### src/rtl/call_frame_ctrl.sv
// call_frame_ctrl
//   Call-frame manager for the WASM core. It drives the control-stack side of
//   the operand stack. On a call it pushes {caller frame_base, return PC} and
//   tells the operand stack to allocate the callee locals. On a return it pops
//   the record, truncates the operand stack back to the callee frame base and
//   returns the PC to fetch. Every operation spends one EXEC cycle.
//
// Ports
//   clk, rst_n          clock, asynchronous active-low reset
//   call_req, ret_req   requests; sampled in IDLE only
//   param_num           callee parameter count (already on the operand stack)
//   local_num           extra callee locals to allocate
//   ret_pc_in           PC to resume at after the matching return
//   os_top_pointer      current operand stack top
//   err_clr             clears the sticky error flags
//   busy                high in EXEC
//   done                1-cycle pulse when a call/return commits
//   os_shift_vld        operand stack shift_vld
//   os_call, os_retu    operand stack call / return strobes
//   os_alloc_size       allocate_local_memory_size
//   os_tag              control_stack_tag (top pointer to restore on return)
//   ret_pc_out          last popped return PC
//   ret_pc_vld          pulse with a committed return
//   frame_base          local-0 index of the current frame
//   frame_depth         number of live frame records
//   err_overflow, err_underflow, err_param   sticky error flags
module call_frame_ctrl #(
  parameter int ADDR_W  = 8,
  parameter int PC_W    = 16,
  parameter int FD_LOG2 = 4
) (
  input  logic               clk,
  input  logic               rst_n,
  input  logic               call_req,
  input  logic               ret_req,
  input  logic [7:0]         param_num,
  input  logic [7:0]         local_num,
  input  logic [PC_W-1:0]    ret_pc_in,
  input  logic [ADDR_W:0]    os_top_pointer,
  input  logic               err_clr,
  output logic               busy,
  output logic               done,
  output logic               os_shift_vld,
  output logic               os_call,
  output logic               os_retu,
  output logic [7:0]         os_alloc_size,
  output logic [ADDR_W-1:0]  os_tag,
  output logic [PC_W-1:0]    ret_pc_out,
  output logic               ret_pc_vld,
  output logic [ADDR_W-1:0]  frame_base,
  output logic [FD_LOG2:0]   frame_depth,
  output logic               err_overflow,
  output logic               err_underflow,
  output logic               err_param
);

  localparam int FRAMES = 2 ** FD_LOG2;
  localparam int CW     = ADDR_W + 9;
  localparam logic [FD_LOG2:0] DEPTH_ONE  = (FD_LOG2+1)'(1);
  localparam logic [FD_LOG2:0] DEPTH_FULL = (FD_LOG2+1)'(FRAMES);
  localparam logic [CW-1:0]    OS_CAP     = CW'(1) << ADDR_W;

  typedef enum logic {IDLE, EXEC} state_t;
  state_t state, state_nxt;

  // Request checks, evaluated on the raw inputs in IDLE
  logic              req;
  logic [CW-1:0]     top_w, param_w, local_w, diff_w, alloc_end;
  logic [ADDR_W-1:0] new_base;
  logic              chk_param, chk_ovf, chk_und, chk_any;

  assign req       = call_req | ret_req;
  assign top_w     = CW'(os_top_pointer);
  assign param_w   = CW'(param_num);
  assign local_w   = CW'(local_num);
  assign diff_w    = top_w - param_w;
  assign new_base  = diff_w[ADDR_W-1:0];
  assign alloc_end = CW'(new_base) + param_w + local_w;
  assign chk_param = (call_req & ret_req) | (call_req & (param_w > top_w));
  assign chk_ovf   = call_req & ~ret_req & ~chk_param &
                     ((frame_depth == DEPTH_FULL) | (alloc_end > OS_CAP));
  assign chk_und   = ret_req & ~call_req & (frame_depth == '0);
  assign chk_any   = chk_param | chk_ovf | chk_und;

  // Operation latched on entry to EXEC
  logic              op_call_q, op_ret_q, op_err_q;
  logic [ADDR_W-1:0] new_base_q;
  logic [7:0]        local_q;
  logic [PC_W-1:0]   pc_q;
  logic [PC_W-1:0]   ret_pc_q;

  // Frame record store; not reset
  logic [ADDR_W+PC_W-1:0] mem [FRAMES];
  logic [ADDR_W+PC_W-1:0] rd_q;
  logic [FD_LOG2-1:0]     wr_idx, rd_idx;
  logic                   commit_call, commit_ret;
  logic [ADDR_W-1:0]      rd_base;
  logic [PC_W-1:0]        rd_pc;

  assign wr_idx      = frame_depth[FD_LOG2-1:0];
  assign rd_idx      = FD_LOG2'(frame_depth - DEPTH_ONE);
  assign commit_call = (state == EXEC) & op_call_q & ~op_err_q;
  assign commit_ret  = (state == EXEC) & op_ret_q & ~op_err_q;
  assign rd_base     = rd_q[ADDR_W+PC_W-1:PC_W];
  assign rd_pc       = rd_q[PC_W-1:0];

  // The top record is read every cycle; the address is stable through the
  // IDLE cycle preceding EXEC, so rd_q is the popped record during EXEC.
  always_ff @(posedge clk) begin
    if (commit_call) mem[wr_idx] <= {frame_base, pc_q};
    rd_q <= mem[rd_idx];
  end

  always_ff @(posedge clk or negedge rst_n) begin
    if (!rst_n) state <= IDLE;
    else        state <= state_nxt;
  end

  always_ff @(posedge clk or negedge rst_n) begin
    if (!rst_n) begin
      op_call_q     <= 1'b0;
      op_ret_q      <= 1'b0;
      op_err_q      <= 1'b0;
      new_base_q    <= '0;
      local_q       <= '0;
      pc_q          <= '0;
      ret_pc_q      <= '0;
      frame_base    <= '0;
      frame_depth   <= '0;
      err_overflow  <= 1'b0;
      err_underflow <= 1'b0;
      err_param     <= 1'b0;
    end else begin
      if (state == IDLE && req) begin
        op_call_q  <= call_req & ~ret_req;
        op_ret_q   <= ret_req & ~call_req;
        op_err_q   <= chk_any;
        new_base_q <= new_base;
        local_q    <= local_num;
        pc_q       <= ret_pc_in;
      end
      if (commit_call) begin
        frame_depth <= frame_depth + DEPTH_ONE;
        frame_base  <= new_base_q;
      end
      if (commit_ret) begin
        frame_depth <= frame_depth - DEPTH_ONE;
        frame_base  <= rd_base;
        ret_pc_q    <= rd_pc;
      end
      // A new error in the same cycle as err_clr stays set
      err_overflow  <= (err_overflow  & ~err_clr) | ((state == IDLE) & chk_ovf);
      err_underflow <= (err_underflow & ~err_clr) | ((state == IDLE) & chk_und);
      err_param     <= (err_param     & ~err_clr) | ((state == IDLE) & chk_param);
    end
  end

  always_comb begin
    state_nxt     = state;
    busy          = 1'b0;
    done          = 1'b0;
    os_shift_vld  = 1'b0;
    os_call       = 1'b0;
    os_retu       = 1'b0;
    os_alloc_size = '0;
    os_tag        = '0;
    ret_pc_out    = ret_pc_q;
    ret_pc_vld    = 1'b0;
    case (state)
      IDLE: if (req) state_nxt = EXEC;
      EXEC: begin
        state_nxt = IDLE;
        busy      = 1'b1;
        if (!op_err_q) begin
          done = 1'b1;
          if (op_call_q) begin
            os_call       = 1'b1;
            os_shift_vld  = 1'b1;
            os_alloc_size = local_q;
          end
          if (op_ret_q) begin
            os_retu      = 1'b1;
            os_shift_vld = 1'b1;
            os_tag       = frame_base;
            ret_pc_out   = rd_pc;
            ret_pc_vld   = 1'b1;
          end
        end
      end
      default: state_nxt = IDLE;
    endcase
  end

endmodule

### config.mk
export PLATFORM = sky130hd
export DESIGN_NAME = call_frame_ctrl
export DESIGN_NICKNAME = d
export VERILOG_FILES = /design/src/rtl/call_frame_ctrl.sv
export SDC_FILE = /design/constraint.sdc
export NUM_CORES = 1
export LEC_CHECK = 0
export BUFFER_PORTS_ARGS = -buffer_cell sky130_fd_sc_hd__buf_2
export CAP_MARGIN = 20
export CORE_MARGIN = 4
export CORE_UTILIZATION = 47
export DETAILED_ROUTE_END_ITERATION = 8
export PLACE_DENSITY = 0.75
export SYNTH_ARGS = -nofsm -noshare
export SYNTH_HDL_FRONTEND = slang
export SYNTH_SLANG_ARGS = --single-unit
### constraint.sdc
create_clock -name clk -period 3.9 [get_ports clk]
set_clock_uncertainty 0.1 [all_clocks]
set_input_delay 1.17 -clock clk [delete_from_list [all_inputs] [get_ports clk]]
set_output_delay 1.17 -clock clk [all_outputs]
set_load 0.02 [all_outputs]
==> reports/results.ini <==
[outcome]
status = finished, violations left
violations = negative setup slack

[timing]
finalSetupViolCount = 2
fin_crit_ns = 4.28
period_share_pct = 110
fmax_mhz = 234
hold_violations = 0
slew_violations = 0
whs_ns = 0.342
fin_ws_ns = -0.382
rsz0062_at_grt = true
tightestPinTransition_ns = 0.865
max_slew_margin_pct = 42.3
finalSetupTns_ns = -0.730

[grt]
antenna_found_initial = 1
grtUsageTotal_pct = 20.2
use_met1_pct = 28.2
grt_pass1_wl_mm = 66.7
grtUsageMet2_pct = 33.3
met3_usage_pct = 4.11
grt_pass1_vias = 10800
grt_busiest_layer = met2
grt-ovfl-total = 0
grt_max_degree = 102

[logic_synthesis]
yosys.area.top_type = edfxtp_1
async_flop_share_pct = 14.3
ys_warn_count = 0
synth.most_common_cell = edfxtp_1
synth_top_area_share_pct = 60.5
synthTopCellsByCount = 384 x edfxtp_1, 163 x nand2_1, 120 x mux4_2
yosys-top-cells-area = edfxtp_1 61%, mux4_2 14%, dfrtp_1 8.9%
syn_nets = 1144
synth_area_um2 = 19000
synth-seq-cells = 476
avgSynthCellArea_um2 = 17.9
syn_inst = 1062
ys_seq_area_share_pct = 72.0
dominantRegCellSynth = edfxtp_1
synth_edf_count = 384
yosysUniqueCellTypes = 56

[worst_setup_path]
end_kind = register
r2r_start = frame_depth[1]$_DFFE_PN0P_
cp.required_ns = 4.25
cp_slowest_stage_delay_ns = 0.55
critPathBufInv = 2
worst_path_max_delay_cell = fa_1
critPathKind = in2reg
reg2reg_depth = 5
cp-start-kind = input port
crit_arrival_ns = 4.63
reg2reg_slack_ns = 0.98
path_delay_family = adder cells
r2r_end = rd_q[5]$_DFF_P_
path_cells = buf_12 -> inv_12 -> ha_4 -> fa_2 -> nor2b_2 -> o21ai_2 -> a21boi_2 -> o21ai_2 -> a21oi_2 -> nor2_4 -> fa_1 -> ha_4 -> nor3b_2 -> or4_4 -> a2111oi_4 -> nand4_1 -> a21o_1 -> a32o_1
worst-path-max-fanout = 2

[clocking]
cts_buffers = 48
hold_buffers = 0
cts_tree = built
cts_root_buf = clkbuf_16
insertion_delay_ns = 0.58
cts_num_sinks = 476
ctsHtreeMaxLevel = 2
cts_buffer_depth = 3
path_clk_slew_ns = 0.06

[power_and_ir_drop]
ir_drop_v = 0.000776
static-leakage-power_uw = 0.00845
cellPowerDensity_nw_per_um2 = 728
p_total_uw = 16500

[floorplan]
start_util_pct = 47.7
dieArea_um2 = 43800
rows = 73
ios = 100
core_um2 = 39900
die_w_um = 209
die-height_um = 209

[placed_design]
hpwl_mm = 24.4
preCtsSetupSlack_ns = -1.14
routabilityCongestion = 0.879
io_buffers = 99

[hold_path]
min_path_type = reg2reg
hold_depth = 2
hold_end = ret_pc_q[12]$_DFFE_PN0P_
holdCritStartpoint = rd_q[12]$_DFF_P_

[route]
first_pass_iters = 7
antenna_left = 0
drtIter0Drc = 1070
wl_mm = 44.1
drc = 0
num_vias = 10400
viasPerCell = 5.72
wl_per_cell_um = 24.1

[finish]
area_growth_pct = 19.1
fin_nets = 1343
post-route-util_pct = 56.8
drive_gt1_share_pct = 32.7

[run]
drv_cap = 0

[registers in the layout, summed over array words and instances (netlist names), 5 cells and up]
| register | count |
|---|---|
| rd_q | 24 |
| mem | 384 |
| pc_q | 16 |
| ret_pc_q | 16 |
| frame_depth | 5 |
| frame_base | 8 |
| new_base_q | 8 |
| local_q | 8 |
[cells in the final DEF, fill, tap and decap left out, types with 3 or more instances in the layout]
| cell | count |
|---|---|
| and2_1 | 12 |
| bufinv_16 | 4 |
| nand3_1 | 5 |
| dfrtp_1 | 67 |
| ha_4 | 5 |
| buf_2 | 96 |
| nand4_1 | 4 |
| xor2_1 | 3 |
| clkinv_1 | 8 |
| clkinvlp_4 | 4 |
| a21o_1 | 4 |
| nand2_1 | 162 |
| o22ai_1 | 18 |
| nor2_1 | 18 |
| o21ai_2 | 4 |
| ha_1 | 22 |
| clkinv_2 | 8 |
| or2_2 | 3 |
| a31oi_1 | 3 |
| buf_12 | 9 |
| clkbuf_1 | 11 |
| and3_1 | 21 |
| a21oi_1 | 20 |
| mux4_2 | 120 |
| edfxtp_1 | 384 |
| o21ai_0 | 5 |
| clkbuf_16 | 48 |
| fa_1 | 7 |
| dfxtp_1 | 24 |
| inv_1 | 29 |
| inv_2 | 4 |
| buf_4 | 83 |
| nor3_1 | 4 |
| o21ai_1 | 6 |
| xnor2_1 | 8 |
| nand2b_1 | 3 |
| buf_6 | 7 |
[layout make-up]
type / count / area [um^2]
fillers: 2922 / 17200
flip-flops and latches: 476 / 13700
multi-input cells: 504 / 5180
repair buffers: 196 / 1390
clock buffers: 61 / 1270
well taps: 525 / 657
clock inverters: 29 / 319
inverters: 35 / 144
diodes: 1 / 2.50
[metrics by stage]
stage	instance area [um^2]	cells
floorplan	19100	1062
global placement	20800	1718
detailed placement	20800	1718
CTS	22600	1828
global route	22700	1826
finish	22700	1827
[logic make-up (layout without fill, tap and decap cells)]
family                     count (synthesis)  after routing  synth area share (%)
buffers and inverters                     82            321                  1.72
xor gates and xnor gates                  13             13                 0.637
AOI/OAI and AO/OA                         82             82                  2.79
and+or+nand+nor                          252            252                  5.90
muxes                                    121            121                  14.2
other                                      0              1                     0
DFF                                      476            476                  72.0
adders and majority gates                 36             36                  2.72
[report_power, final]
part / leakage [uW] / internal [uW] / switching [uW]
clock: 0.000761 / 2610 / 1940
combinational: 0.00316 / 2670 / 2670
sequential: 0.00453 / 6220 / 411
[timing repair]
item / 4_1_cts / 5_1_grt
pin swaps: 14 / 12
setup buffers: 20 / 1
setup endpoints to repair: 2 / 21
gates resized for setup: 16 / 17
[worst reg2reg max path: stages (launching register included)]
cell and delay (ns):
dfrtp_1 0.49, inv_1 0.15, ha_4 0.73, buf_4 0.47, mux4_2 0.38, mux4_2 0.50
[worst max path at each step]
stage	startpoint	endpoint	slack, ns	cells after the start
finish	os_top_pointer[0]	err_overflow$_DFF_PN0_	-0.38	18
global placement	os_top_pointer[0]	err_overflow$_DFF_PN0_	-1.13	18
CTS	os_top_pointer[0]	err_overflow$_DFF_PN0_	-0.46	18
floorplan	os_top_pointer[0]	err_overflow$_DFF_PN0_	-0.83	17
detailed placement	os_top_pointer[0]	err_overflow$_DFF_PN0_	-1.14	18
global route	param_num[1]	op_err_q$_DFFE_PN0P_	-0.59	20
[routing by layer]
layer,vias up,part of all wire [%]
met5,-,0
met3,86,8.5
met2,502,49
met4,0,2.3
met1,5339,40
li1,4516,-
No activity file was read; power rests on OpenSTA's default activity.
